===== src/rtl/aer_event_receiver.sv =====
// aer_event_receiver: timestamps and captures arbiter address-events, queues them in a
// first-word-fall-through FIFO and returns a fixed-length release pulse per event.
`default_nettype none

module aer_event_receiver #(
  parameter int ADDR_W     = 2,
  parameter int TS_W       = 16,
  parameter int FIFO_DEPTH = 8,
  parameter int ACK_CYCLES = 2
) (
  input  logic                            clk_i,
  input  logic                            reset_i,
  input  logic                            enable_i,
  input  logic                            active_i,
  input  logic [ADDR_W-1:0]               x_add_i,
  input  logic [ADDR_W-1:0]               y_add_i,
  output logic                            ack_o,
  output logic                            evt_valid_o,
  output logic [TS_W+2*ADDR_W-1:0]        evt_data_o,
  input  logic                            evt_ready_i,
  output logic [$clog2(FIFO_DEPTH):0]     fifo_count_o,
  output logic                            stall_o
);

  localparam int DATA_W = TS_W + 2*ADDR_W;
  localparam int PTR_W  = $clog2(FIFO_DEPTH);
  localparam int CNT_W  = PTR_W + 1;
  localparam int ACK_W  = $clog2(ACK_CYCLES + 1);
  localparam logic [CNT_W-1:0] FULL_CNT  = CNT_W'(FIFO_DEPTH);
  localparam logic [ACK_W-1:0] ACK_LOAD  = ACK_W'(ACK_CYCLES);

  typedef enum logic [1:0] {
    IDLE     = 2'd0,
    CAPTURE  = 2'd1,
    ACK      = 2'd2,
    WAIT_LOW = 2'd3
  } state_t;

  state_t              state, state_next;
  logic [TS_W-1:0]     ts;
  logic [DATA_W-1:0]   evt_latch;
  logic [ACK_W-1:0]    ack_cnt, ack_cnt_next;
  logic [DATA_W-1:0]   mem [FIFO_DEPTH];
  logic [PTR_W-1:0]    wr_ptr, rd_ptr;
  logic [CNT_W-1:0]    count, count_next;
  logic                latch_en, push, pop, full;
  logic                ack_q, stall_q;

  assign full = (count == FULL_CNT);
  assign pop  = (count != '0) && evt_ready_i;

  always_comb begin
    state_next   = state;
    ack_cnt_next = ack_cnt;
    latch_en     = 1'b0;
    push         = 1'b0;
    if (!enable_i) begin
      state_next = IDLE;
    end else begin
      case (state)
        IDLE: begin
          if (active_i) begin
            latch_en   = 1'b1;
            state_next = CAPTURE;
          end
        end
        CAPTURE: begin
          // A full FIFO holds the event here and withholds the ack as backpressure.
          if (!full) begin
            push         = 1'b1;
            ack_cnt_next = ACK_LOAD;
            state_next   = ACK;
          end
        end
        ACK: begin
          if (ack_cnt <= ACK_W'(1)) state_next = WAIT_LOW;
          else                      ack_cnt_next = ack_cnt - ACK_W'(1);
        end
        WAIT_LOW: begin
          if (!active_i) state_next = IDLE;
        end
        default: state_next = IDLE;
      endcase
    end
    count_next = count + CNT_W'(push) - CNT_W'(pop);
  end

  always_ff @(posedge clk_i) begin
    if (!reset_i) begin
      state     <= IDLE;
      ts        <= '0;
      evt_latch <= '0;
      ack_cnt   <= '0;
      wr_ptr    <= '0;
      rd_ptr    <= '0;
      count     <= '0;
      ack_q     <= 1'b0;
      stall_q   <= 1'b0;
    end else begin
      state   <= state_next;
      ack_cnt <= ack_cnt_next;
      count   <= count_next;
      if (enable_i) ts <= ts + TS_W'(1);
      if (latch_en) evt_latch <= {ts, x_add_i, y_add_i};
      if (push)     wr_ptr <= wr_ptr + PTR_W'(1);
      if (pop)      rd_ptr <= rd_ptr + PTR_W'(1);
      // Flopped copies of the state decode keep the arbiter-facing outputs glitch-free.
      ack_q   <= (state_next == ACK);
      stall_q <= (state_next == CAPTURE) && (count_next == FULL_CNT);
    end
  end

  always_ff @(posedge clk_i) begin
    if (reset_i && push) mem[wr_ptr] <= evt_latch;
  end

  assign ack_o        = ack_q;
  assign stall_o      = stall_q;
  assign evt_valid_o  = (count != '0);
  assign evt_data_o   = evt_valid_o ? mem[rd_ptr] : '0;
  assign fifo_count_o = count;

endmodule

`default_nettype wire

===== config.mk =====
export PLATFORM = sky130hd
export DESIGN_NAME = aer_event_receiver
export DESIGN_NICKNAME = d
export VERILOG_FILES = /design/src/rtl/aer_event_receiver.sv
export SDC_FILE = /design/constraint.sdc
export NUM_CORES = 1
export LEC_CHECK = 0
export CAP_MARGIN = 30
export CORE_ASPECT_RATIO = 1.2
export CORE_MARGIN = 2
export CORE_UTILIZATION = 60
export DETAILED_ROUTE_END_ITERATION = 12
export PLACE_DENSITY = 0.79
export SLEW_MARGIN = 5
export SYNTH_ARGS = -nofsm -noshare
export SYNTH_HDL_FRONTEND = slang
export SYNTH_SLANG_ARGS = --single-unit

===== constraint.sdc =====
create_clock -name clk_i -period 6.3 [get_ports clk_i]
set_input_delay 1.89 -clock clk_i [delete_from_list [all_inputs] [get_ports clk_i]]
set_output_delay 1.89 -clock clk_i [all_outputs]
set_load 0.1 [all_outputs]

* Word-level counts from Yosys, hierarchy flattened
Memory sizes are Yosys's and may differ from the RTL's. A register that Yosys moved wholly into a read port is not among the register bits.
Cells that the tools add are included.
** Word-level totals
- Register bits :: 52
- Bits in latches :: 0
- Memory bits (writable) :: 160
- Memory bits (read-only) :: 0
- Input port bits :: 9
- Output and inout port bits :: 27
- Word-level logic and storage cells :: 53
- Memories kept :: 1
** Memories
- mem :: words 8, width 20, read ports 1, clocked after memory_dff 1, write ports 1, line 43 : logic [DATA_W-1:0] mem [FIFO_DEPTH];
** Operators by class
- $add $sub $neg :: 6
- Multipliers :: 0
- Divide/modulo/power cells :: 0
- Order comparisons :: 1
- Equal/unequal tests :: 9
- Shifts and indexed selects :: 0
- Mux-type cells :: 20
- Bitwise gates (word level) :: 0
- Reductions and logical operators :: 7
** Operators with widths (number)
- $mux W20 :: 1
- $add A16 B1 Y16 const B :: 1
- $mux W2 :: 7
- $eq A4 B4 Y1 const B :: 2
- $mux W1 :: 8
- $pmux W2 S4 :: 1
- $add A3 B1 Y3 const B :: 2
- $eq A2 B2 Y1 const B :: 3
- $mux W3 :: 2
- $add A4 B1 Y4 :: 1
- $eq A2 B1 Y1 const B :: 2
- $ne A2 B2 Y1 const B :: 2
- $pmux W2 S2 :: 1
- $reduce_and A4 Y1 :: 1
- $reduce_bool A4 Y1 :: 1
- $sub A4 B1 Y4 :: 1
- $logic_and A1 B1 Y1 :: 3
- $le A2 B1 Y1 const B :: 1
- $logic_not A2 Y1 :: 1
- $reduce_bool A2 Y1 :: 1
- $sub A2 B1 Y2 const B :: 1

* Longest topological paths before layout
Gate-level depths: netlist of the first run.
- Depth in word-level cells :: 8
- Gate-level depth with buffers :: 14

* Worst setup path before layout of the first run
No wires, ideal clock.
- Path kind :: register to output
- Start point :: register count[2] (netlist: fifo_count_o[2])
- End point :: output port evt_data_o[0]
- Arrival :: 3045 ps
- Required time :: 4410 ps
- Path slack :: 1365 ps
- Stages on the path, launching flop included :: 6
- Buffers on the path :: 1
- Cell sequence :: dfxtp_1 inv_1 ha_1 nor3b_2 clkbuf_1 nor2_1
** Between the ends
- Cells in the longest elaborated chain, start to end :: 2
** RTL lines
- start: declaration :: line 45 : logic [CNT_W-1:0] count, count_next;
- start signal: assignment :: line 102 : count <= count_next;
- $reduce_bool A4 Y1 :: line 119 : assign evt_valid_o = (count != '0);
- $mux W20 :: line 120 : assign evt_data_o = evt_valid_o ? mem[rd_ptr] : '0;
- end: declaration :: line 19 : output logic [TS_W+2*ADDR_W-1:0] evt_data_o,
Every way passes these cells.

==> impl_metrics.py, run 1 <==
metrics = {
    "sta": {
        "rsz0062_at_grt": "false",
        "setup_viol": 0,
        "layout_min_cycle_time_ps": 5167,
        "finClkSkew_ps": 9.583,
        "tightest_slew_ps": 996.0,
        "fmax_mhz": 193.5,
        "fin_crit_sh_pct": 82.02,
        "slew_viol_final": 0,
        "finalHoldViolCount": 0,
        "slew_headroom_pct": 33.39,
        "fin_setup_tns_ps": 0,
    },
    "clocking": {
        "clock-sinks": 215,
        "clock_latency_ps": 490,
        "htreeDepth": 1,
        "cts_buffers": 21,
        "ctsLongestPathBuffers": 3,
        "holdBufCountCts": 0,
        "tritoncts": "yes",
        "cts_resized": 0,
        "root_buffer": "clkbuf_16",
        "path_clk_slew_ps": 60,
        "postCtsSetupRepairBufs": 0,
    },
    "power_and_ir_drop": {
        "total_power_mw": 3.993,
        "irDropWorstVdd_uv": 455.3,
        "leakage_nw": 3.312,
        "power_density_mw_per_mm2": 406.6,
    },
    "route": {
        "ant_nets": 0,
        "vias_per_cell": 5.893,
        "routed_wirelength_um": 15710,
        "wl_per_cell_um": 20.56,
        "vias": 4502,
        "dr.first_iter.drc_count": 335,
        "drt_pass1_iterations": 4,
        "route.detailed.drc": 0,
    },
    "synth": {
        "syn_inst": 530,
        "synth_top_family_by_area": "multiplexers",
        "ys_types": 41,
        "synth_nets": 550,
        "seq_area_frac_synth_pct": 69.39,
        "synth_edf_count": 160,
        "synth_mux_area_share_pct": 13.64,
        "yosys.area.top_type": "edfxtp_1",
        "yosysWarnings": 0,
        "yosys.area_share.adder_pct": 1.705,
        "synth_top_cells_by_count": "edfxtp_1, nand2_1, dfxtp_1",
        "ys_top_cells_by_area": "edfxtp_1, dfxtp_1, mux4_2",
        "yosys.area_share.xor_xnor_pct": 1.544,
        "synthesis.area_mm2": 0.008511,
        "synth.avg_cell_area_um2": 16.06,
        "synth_compound_area_share_pct": 2.911,
        "ys_ff_latch": 215,
        "synth-main-ff-cell": "edfxtp_1",
        "netlist.area_leader.share_pct": 56.45,
        "synth_most_common_cell": "edfxtp_1",
        "synthArstFlopShare_pct": 0,
        "synth_simple_gate_area_share_pct": 8.821,
    },
    "layout": {
        "syn_to_final_growth_pct": 15.38,
        "fillerInstances": 854,
        "seq_area_mm2": 0.005907,
        "drive_above_1_share_pct": 16.53,
        "multi_input_area_mm2": 0.002475,
        "num_antenna_cells": 0,
        "fin_nets": 598,
    },
    "place": {
        "port_buffers": 35,
        "place_hpwl_um": 9252,
        "gp_congestion": 0.7831,
    },
    "setup_path": {
        "start_kind": "flop",
        "critical_path.max_stage_delay_ps": 980,
        "arrival_ps": 3280,
        "cp_max_fo": 24,
        "crit_slowest_cell": "clkdlybuf4s50_1",
        "path_cells": "buf_12 -> mux4_2 -> mux2i_1 -> nor2_1 -> clkdlybuf4s50_1",
        "worstPathRequired_ps": 4410,
        "worstSetupPathType": "reg -> out",
        "cp-end-kind": "primary output",
    },
    "grt": {
        "globalRouteOverflowTotal": 0,
        "grt_usage_pct": 21.87,
        "antenna_found_initial": 0,
        "grt_pass1_wl_um": 25500,
        "grt_max_degree": 60,
        "first_global_vias": 4678,
    },
    "run_status": {
        "status": "complete, no violations",
    },
    "floorplan": {
        "num_rows": 47,
        "initial_utilization_pct": 61.58,
        "fp.dieArea_mm2": 0.01516,
        "num_io_pins": 36,
        "dieHeight_um": 134.5,
        "die_x_um": 112.7,
        "fp.coreArea_mm2": 0.01382,
    },
    "flow_run": {
        "drv_cap": 0,
    },
    "hold_path": {
        "hold_path.class": "reg -> reg",
    },
}
cell families (layout without fill, tap and decap cells):
group                    after synthesis  after routing
flip-flops                           215            215
AND/OR/NAND/NOR                      149            149
multiplexers                          66             66
buffers and inverters                 38            101
AO/OA/AOI/OAI                         36             36
XOR/XNOR                              15             15
adder cells (fa/ha/maj)               11             11
registers in the layout, summed over array words and instances, names as in the netlist, named ones only:
register / flops
rd_ptr: 3
ack_cnt: 2
fifo_count_o: 4
mem: 160
ack_o: 1
stall_o: 1
wr_ptr: 3
ts: 16
evt_latch: 20
state: 2
worst max-delay path: cells and delay by family (launching register included):
family                 cells  cell delay (ps)
buffers and inverters      2             1280
and+or+nand+nor            1               70
DFF                        1              740
muxes                      2              690
per-stage QoR:
step	setup WS (ps)	hold WS, ps	cell area, um^2	util (%)	cells
2_1_floorplan	1365	442.9	8511	-	530
3_3_place_gp	1525	467.9	9105	65.89	723
3_5_place_dp	1497	492.3	9135	66.10	725
4_1_cts	986.3	500.2	9794	70.87	763
5_1_grt	911.7	514.0	9819	71.05	764
6_report	1133	494.5	9819	71.05	764
power by group:
group	leakage [nW]	internal (mW)	switching (mW)
clock network	0.321	0.712	0.488
logic	0.975	0.397	0.805
registers	2.02	1.54	0.0567
total	3.31	2.64	1.35
worst paths after layout:
kind / startpoint / endpoint / slack (ps) / cells after the start
max: flop / evt_data_o[19] / 1130 / 5
min: ts[11]$_SDFFE_PN0P_ / evt_latch[15]$_SDFFE_PN0P_ / 490 / 2
max reg2reg: fifo_count_o[2]$_SDFF_PN0_ / stall_o$_SDFF_PN0_ / 3390 / 13
min reg2reg: ts[11]$_SDFFE_PN0P_ / evt_latch[15]$_SDFFE_PN0P_ / 490 / 2
cell type report:
class	count	share of cell area [%]
inverters	11	0.4205
clock inverters	8	0.9174
clock buffers	30	5.798
well taps	171	2.179
multi-input cells	277	25.20
flip-flops and latches	215	60.16
repair buffers	52	5.326
placed cells by master (no fill, tap or decap), types with 4 or more instances in the layout:
cell type	instances
nor2_1	23
a21oi_1	5
nand2_1	58
nand3_1	6
inv_1	9
nor4_1	4
xnor2_1	7
clkdlybuf4s50_1	35
nor3_1	4
nor3_2	4
clkbuf_16	22
buf_4	13
clkbuf_1	8
mux4_2	40
edfxtp_1	160
o21ai_0	5
a21boi_0	23
nand4_1	4
xor2_1	8
mux2i_1	26
and2_1	19
nand2b_1	5
dfxtp_1	54
ha_1	10
per-layer routing:
layer	part of all wire, %	GRT usage, %	vias to the layer above	wire length [um]
li1	-	-	2098	-
met1	40	29.23	2252	6312
met2	53	37.69	136	8259
met3	5.7	3.411	16	900
met4	1.5	6.436	0	238
met5	0	0	-	0
Power figures use the tool's default switching activity.
==> run 2: changes to the inputs <==
==> constraint.sdc (replaced) <==
create_clock -name clk_i -period 5.13 [get_ports clk_i]
set_input_delay 1.539 -clock clk_i [delete_from_list [all_inputs] [get_ports clk_i]]
set_output_delay 1.539 -clock clk_i [all_outputs]
set_load 0.1 [all_outputs]
==> run 2 against run 1 <==
  * Final area decreased by 1.0%
  * Routed wire length increased by 1.8%
  * Global-route usage about the same
  * Clock-buffer cell count decreased by 2
  * Clock skew increased by 0.79 ps
  * Via count increased by 0.91%
  * First-iteration DRC count decreased by 2.1%
  * Combinational power increased by 21%
  * Critical endpoint is now evt_data_o[13]
  * Highest routed layer unchanged
==> impl_metrics.py, run 2 (synthesis results as in run 1) <==
metrics = {
    "run_status": {
        "status": "complete, no violations",
    },
    "floorplan": {
        "die_x_um": 112.7,
        "initial_utilization_pct": 61.58,
        "num_rows": 47,
        "dieHeight_um": 134.5,
        "fp.coreArea_mm2": 0.01382,
        "fp.dieArea_mm2": 0.01516,
        "num_io_pins": 36,
    },
    "sta": {
        "slew_headroom_pct": 34.97,
        "layout_min_cycle_time_ps": 4036,
        "rsz0062_at_grt": "false",
        "tightest_slew_ps": 972.4,
        "finalHoldViolCount": 0,
        "slew_viol_final": 0,
        "fin_crit_sh_pct": 78.68,
        "fin_setup_tns_ps": 0,
        "fmax_mhz": 247.8,
        "finClkSkew_ps": 10.37,
        "setup_viol": 0,
    },
    "route": {
        "routed_wirelength_um": 16000,
        "vias_per_cell": 5.970,
        "drt_pass1_iterations": 4,
        "route.detailed.drc": 0,
        "wl_met2_um": 8438,
        "ant_nets": 0,
        "wl_met1_um": 6419,
        "dr.first_iter.drc_count": 328,
        "met3_length_um": 817,
        "wl_per_cell_um": 21.02,
        "vias": 4543,
        "highest_layer": "met4",
    },
    "setup_path": {
        "cp_max_fo": 19,
        "path_common_cell": "buf_4",
        "path_cells": "buf_4 -> mux4_2 -> mux2i_1 -> nor2_1 -> buf_4",
        "crit_slowest_cell": "mux4_2",
        "cp_top_family": "multiplexers",
        "path_depth": 5,
        "worstSetupPathType": "reg -> out",
        "start_kind": "flop",
        "arrival_ps": 2500,
        "worstPathRequired_ps": 3590,
        "cp.buffers_inverters": 2,
        "critical_path.max_stage_delay_ps": 570,
        "r2r_slack_ps": 2090,
        "cp-end-kind": "primary output",
        "reg2reg_depth": 13,
    },
    "clocking": {
        "cts_buffers": 20,
        "tritoncts": "yes",
        "clock_latency_ps": 500,
        "ctsLongestPathBuffers": 3,
        "htreeDepth": 1,
        "postCtsSetupRepairBufs": 0,
        "clock-sinks": 215,
        "root_buffer": "clkbuf_16",
        "holdBufCountCts": 0,
        "path_clk_slew_ps": 60,
        "cts_resized": 0,
    },
    "place": {
        "port_buffers": 35,
        "placed_area_mm2": 0.009056,
        "place_hpwl_um": 9493,
        "gp_congestion": 0.8034,
    },
    "flow_run": {
        "drv_cap": 0,
    },
    "layout": {
        "num_antenna_cells": 0,
        "syn_to_final_growth_pct": 14.17,
        "fin_nets": 596,
        "layout_common_cells": "edfxtp_1, nand2_1, dfxtp_1",
        "fin_area_mm2": 0.009717,
        "largest_reg_flops": 160,
        "post-route-util_pct": 70.31,
        "biggestRegsByFlops": "mem x160, evt_latch x20, ts x16",
        "drive_above_1_share_pct": 20.85,
        "max_flop_register": "mem",
        "final_common_cell": "edfxtp_1",
    },
    "grt": {
        "grt_pass1_wl_um": 25190,
        "antenna_found_initial": 0,
        "grt_usage_pct": 21.85,
        "grt_max_degree": 50,
        "globalRouteOverflowTotal": 0,
        "first_global_vias": 4689,
    },
    "hold_path": {
        "worstHoldPathCells": 2,
        "hold_path.class": "reg -> reg",
    },
    "power_and_ir_drop": {
        "leakage_nw": 3.329,
        "total_power_mw": 4.863,
        "irDropWorstVdd_uv": 549.1,
        "power_density_mw_per_mm2": 500.5,
    },
}
run 2: cell count changes in the layout (fill, tap and decap cells not counted), sizes merged:
cell / before / now
buf: 16 / 37
clkinvlp: 0 / 1
bufinv: 2 / 1
clkbuf: 31 / 28
clkdlybuf4s50: 35 / 14
run 2: area by class of cell:
cell class	instances	area (um^2)
clock buffer	28	593.1
sequential	215	5908
clock inverter	8	67.56
timing repair buffer	51	417.9
inverter	11	41.29
multi-input combinational	277	2475
fill	843	4103
tap	171	214.0
run 2: worst paths after layout:
kind / start / endpoint
max: flop / evt_data_o[13]
min: ack_cnt[1]$_SDFFE_PN0P_ / ack_cnt[1]$_SDFFE_PN0P_
max reg2reg: fifo_count_o[2]$_SDFF_PN0_ / stall_o$_SDFF_PN0_
min reg2reg: ack_cnt[1]$_SDFFE_PN0P_ / ack_cnt[1]$_SDFFE_PN0P_
run 2: power breakdown:
group / total [mW] / internal, mW / switching, mW
Clock: 1.47 / 0.861 / 0.610
Sequential: 1.94 / 1.89 / 0.0534
Combinational: 1.45 / 0.446 / 1.01
Total: 4.86 / 3.19 / 1.67
run 2: stage by stage:
stage	std cells	setup slack (ps)	hold WS, ps
finish	761	1094	501.8
global route	761	948.2	535.1
CTS	761	1027	506.1
detailed placement	725	861.2	494.4
global placement	725	991.6	461.5
floorplan	530	546.4	442.9
run 2: metal layers:
layer	vias to the layer above	global-route usage, %
met5	-	0
met4	0	7.114
met3	22	2.962
met2	133	38.19
met1	2301	28.67
li1	2087	-
run 2: tightest hold or removal path, delay by kind of cell, from the launching register on:
| family | cells | cell delay [ps] |
|---|---|---|
| buffers and inverters | 1 | 80 |
| DFF | 1 | 320 |
| AOI/OAI and AO/OA | 1 | 60 |
==> run 3: changes to the inputs <==
--- a/config.mk
+++ b/config.mk
@@ -8,9 +8,9 @@
 export CAP_MARGIN = 30
 export CORE_ASPECT_RATIO = 1.2
 export CORE_MARGIN = 2
-export CORE_UTILIZATION = 60
+export CORE_UTILIZATION = 54
 export DETAILED_ROUTE_END_ITERATION = 12
-export PLACE_DENSITY = 0.79
+export PLACE_DENSITY = 0.75
 export SLEW_MARGIN = 5
 export SYNTH_ARGS = -nofsm -noshare
 export SYNTH_HDL_FRONTEND = slang
==> constraint.sdc (replaced) <==
create_clock -name clk_i -period 3.52 [get_ports clk_i]
set_input_delay 1.056 -clock clk_i [delete_from_list [all_inputs] [get_ports clk_i]]
set_output_delay 1.056 -clock clk_i [all_outputs]
set_load 0.1 [all_outputs]
==> run 3 against run 2 <==
  * Clock-buffer cell count grew 6
  * Final cell count is 6.3% higher
  * Sequential share of layout area down 3.0 points
  * First-iteration DRC count rose by 4.9%
  * Combinational power is 78% higher
  * Final area grew 5.2%
  * Setup slack worse by 980 ps
  * Flip-flop and latch count unchanged
  * Sequential power grew 47%
  * Critical path depth unchanged
  * Register-to-register slack worse by 1400 ps
  * Critical path type unchanged
  * Critical endpoint is now evt_data_o[14]
  * Largest power group unchanged
==> impl_metrics.py, run 3 (synthesis results as in run 1) <==
metrics = {
    "place": {
        "place_hpwl_um": 9766,
        "gp_congestion": 0.7766,
        "dp_worst_setup_slack_ps": 54.42,
        "port_buffers": 35,
        "dp_cells": 772,
    },
    "sta": {
        "slew_headroom_pct": 53.14,
        "finClkSkew_ps": 8.801,
        "holdWs_ps": 492.8,
        "layout_min_cycle_time_ps": 3405,
        "rsz0062_at_grt": "false",
        "setup_ws_ps": 114.8,
        "setup_viol": 0,
        "fin_setup_tns_ps": 0,
        "finalHoldViolCount": 0,
        "slew_viol_final": 0,
        "fin_crit_sh_pct": 96.74,
        "fmax_mhz": 293.7,
        "tightest_slew_ps": 701.9,
    },
    "route": {
        "routed_wirelength_um": 16000,
        "vias_per_cell": 5.634,
        "vias": 4558,
        "dr.first_iter.drc_count": 344,
        "route.detailed.drc": 0,
        "wl_per_cell_um": 19.77,
        "ant_nets": 0,
        "drt_pass1_iterations": 5,
    },
    "setup_path": {
        "cp_top_family": "flip-flops",
        "r2r_slack_ps": 710,
        "start_kind": "flop",
        "reg2reg_depth": 13,
        "arrival_ps": 2350,
        "worstPathRequired_ps": 2460,
        "cp.buffers_inverters": 2,
        "path_depth": 5,
        "path_cells": "buf_4 -> mux4_2 -> mux2i_1 -> nor2_4 -> buf_12",
        "critical_path.max_stage_delay_ps": 770,
        "crit_slowest_cell": "dfxtp_1",
        "cp_max_fo": 12,
        "cp-end-kind": "primary output",
        "worstSetupPathType": "reg -> out",
        "r2r_start": "fifo_count_o[2]$_SDFF_PN0_",
    },
    "clocking": {
        "htreeDepth": 1,
        "root_buffer": "clkbuf_16",
        "path_clk_slew_ps": 60,
        "tritoncts": "yes",
        "clock-sinks": 215,
        "ctsLongestPathBuffers": 3,
        "clock_latency_ps": 480,
        "cts_buffers": 21,
        "postCtsSetupRepairBufs": 0,
    },
    "floorplan": {
        "num_rows": 50,
        "fp.coreArea_mm2": 0.01551,
        "initial_utilization_pct": 54.85,
        "dieHeight_um": 141.5,
        "die_x_um": 118.6,
        "num_io_pins": 36,
        "fp.dieArea_mm2": 0.01678,
    },
    "layout": {
        "biggestRegsByFlops": "mem x160, evt_latch x20, ts x16",
        "layout_common_cells": "edfxtp_1, nand2_1, dfxtp_1",
        "fin_nets": 607,
        "layoutNonFillerInstCount": 809,
        "syn_to_final_growth_pct": 20.14,
        "num_antenna_cells": 0,
        "final_common_cell": "edfxtp_1",
        "max_flop_register": "mem",
        "largest_reg_flops": 160,
        "drive_above_1_share_pct": 24.63,
    },
    "hold_path": {
        "worstHoldStart": "ts[15]$_SDFFE_PN0P_",
        "hold_path.class": "reg -> reg",
        "worstHoldPathCells": 2,
    },
    "power_and_ir_drop": {
        "comb_power_share_pct": 34.3,
        "leakage_nw": 3.470,
        "power.share.clock_pct": 27.7,
        "switching_share_pct": 33.96,
        "intPower_mw": 4.959,
        "power_density_mw_per_mm2": 734.4,
        "power_switching_mw": 2.550,
        "irDropWorstVdd_uv": 1237,
        "total_power_mw": 7.509,
        "seqPwrFrac_pct": 38.0,
    },
    "flow_run": {
        "drv_cap": 0,
    },
    "grt": {
        "first_global_vias": 4724,
        "grt_max_degree": 55,
        "grt_pass1_wl_um": 25400,
        "antenna_found_initial": 0,
        "grt_usage_pct": 19.50,
        "globalRouteOverflowTotal": 0,
    },
    "run_status": {
        "status": "complete, no violations",
    },
}
run 3: cell types whose count changed in the layout (fill, tap and decap cells not counted), moves of 6 or more:
| cell | before | now |
|---|---|---|
| nor2_1 | 23 | 10 |
| clkbuf_1 | 4 | 11 |
| clkdlybuf4s50_1 | 14 | 8 |
| nor2_4 | 0 | 12 |
| buf_4 | 37 | 27 |
| buf_12 | 0 | 26 |
run 3: worst paths after layout:
| path | end |
|---|---|
| max | evt_data_o[14] |
| min | ts[15]$_SDFFE_PN0P_ |
| max reg2reg | stall_o$_SDFF_PN0_ |
| min reg2reg | ts[15]$_SDFFE_PN0P_ |
run 3: cell type report:
| class | instances | area [um^2] |
|---|---|---|
| Clock buffer | 34 | 594.3 |
| Clock inverter | 3 | 40.04 |
| Fill cell | 1091 | 5290 |
| Inverter | 11 | 41.29 |
| Multi-Input combinational cell | 277 | 2574 |
| Sequential cell | 215 | 5912 |
| Tap cell | 208 | 260.3 |
| Timing Repair Buffer | 61 | 803.3 |
run 3: power by group through the flow:
stage / Clock [mW] / Sequential (mW) / Combinational (mW)
3_3_place_gp: 0 / 2.90 / 2.57
3_5_place_dp: 0 / 2.91 / 2.60
4_1_cts: 2.12 / 2.85 / 2.61
5_1_grt: 2.20 / 2.87 / 2.69
2_1_floorplan: 0 / 2.99 / 1.73
6_report: 2.08 / 2.85 / 2.58
run 3: stage by stage:
stage | area (um^2) | utilization (%)
floorplan | 8603 | -
global placement | 9588 | 61.80
detailed placement | 9588 | 61.80
CTS | 10220 | 65.90
global route | 10220 | 65.90
finish | 10220 | 65.90
run 3: what timing repair did:
| item | CTS | global route |
|---|---|---|
| endpoints found under the setup margin | 1 | 0 |
| hold buffers | 0 | 0 |
| gates resized for setup | 1 | 0 |
run 3: worst register-to-register path, stage by stage (launching register included):
cell and delay [ps]:
dfxtp_2 320, inv_1 90, ha_1 150, nor3b_1 510, nor2_1 150, inv_2 90, ha_1 230, inv_1 60
ha_1 160, inv_1 60, fa_1 500, nand4bb_1 120, nor3_1 140, and3_1 160
run 3: routing by layer:
layer | routed length, um | GRT usage [%] | vias to the layer above | part of all wire, %
met5 | 0 | 0 | - | 0
met4 | 233 | 5.263 | 0 | 1.5
met3 | 977 | 2.452 | 23 | 6.1
met2 | 8605 | 35.57 | 137 | 54
met1 | 6181 | 24.69 | 2281 | 39
li1 | - | - | 2117 | -
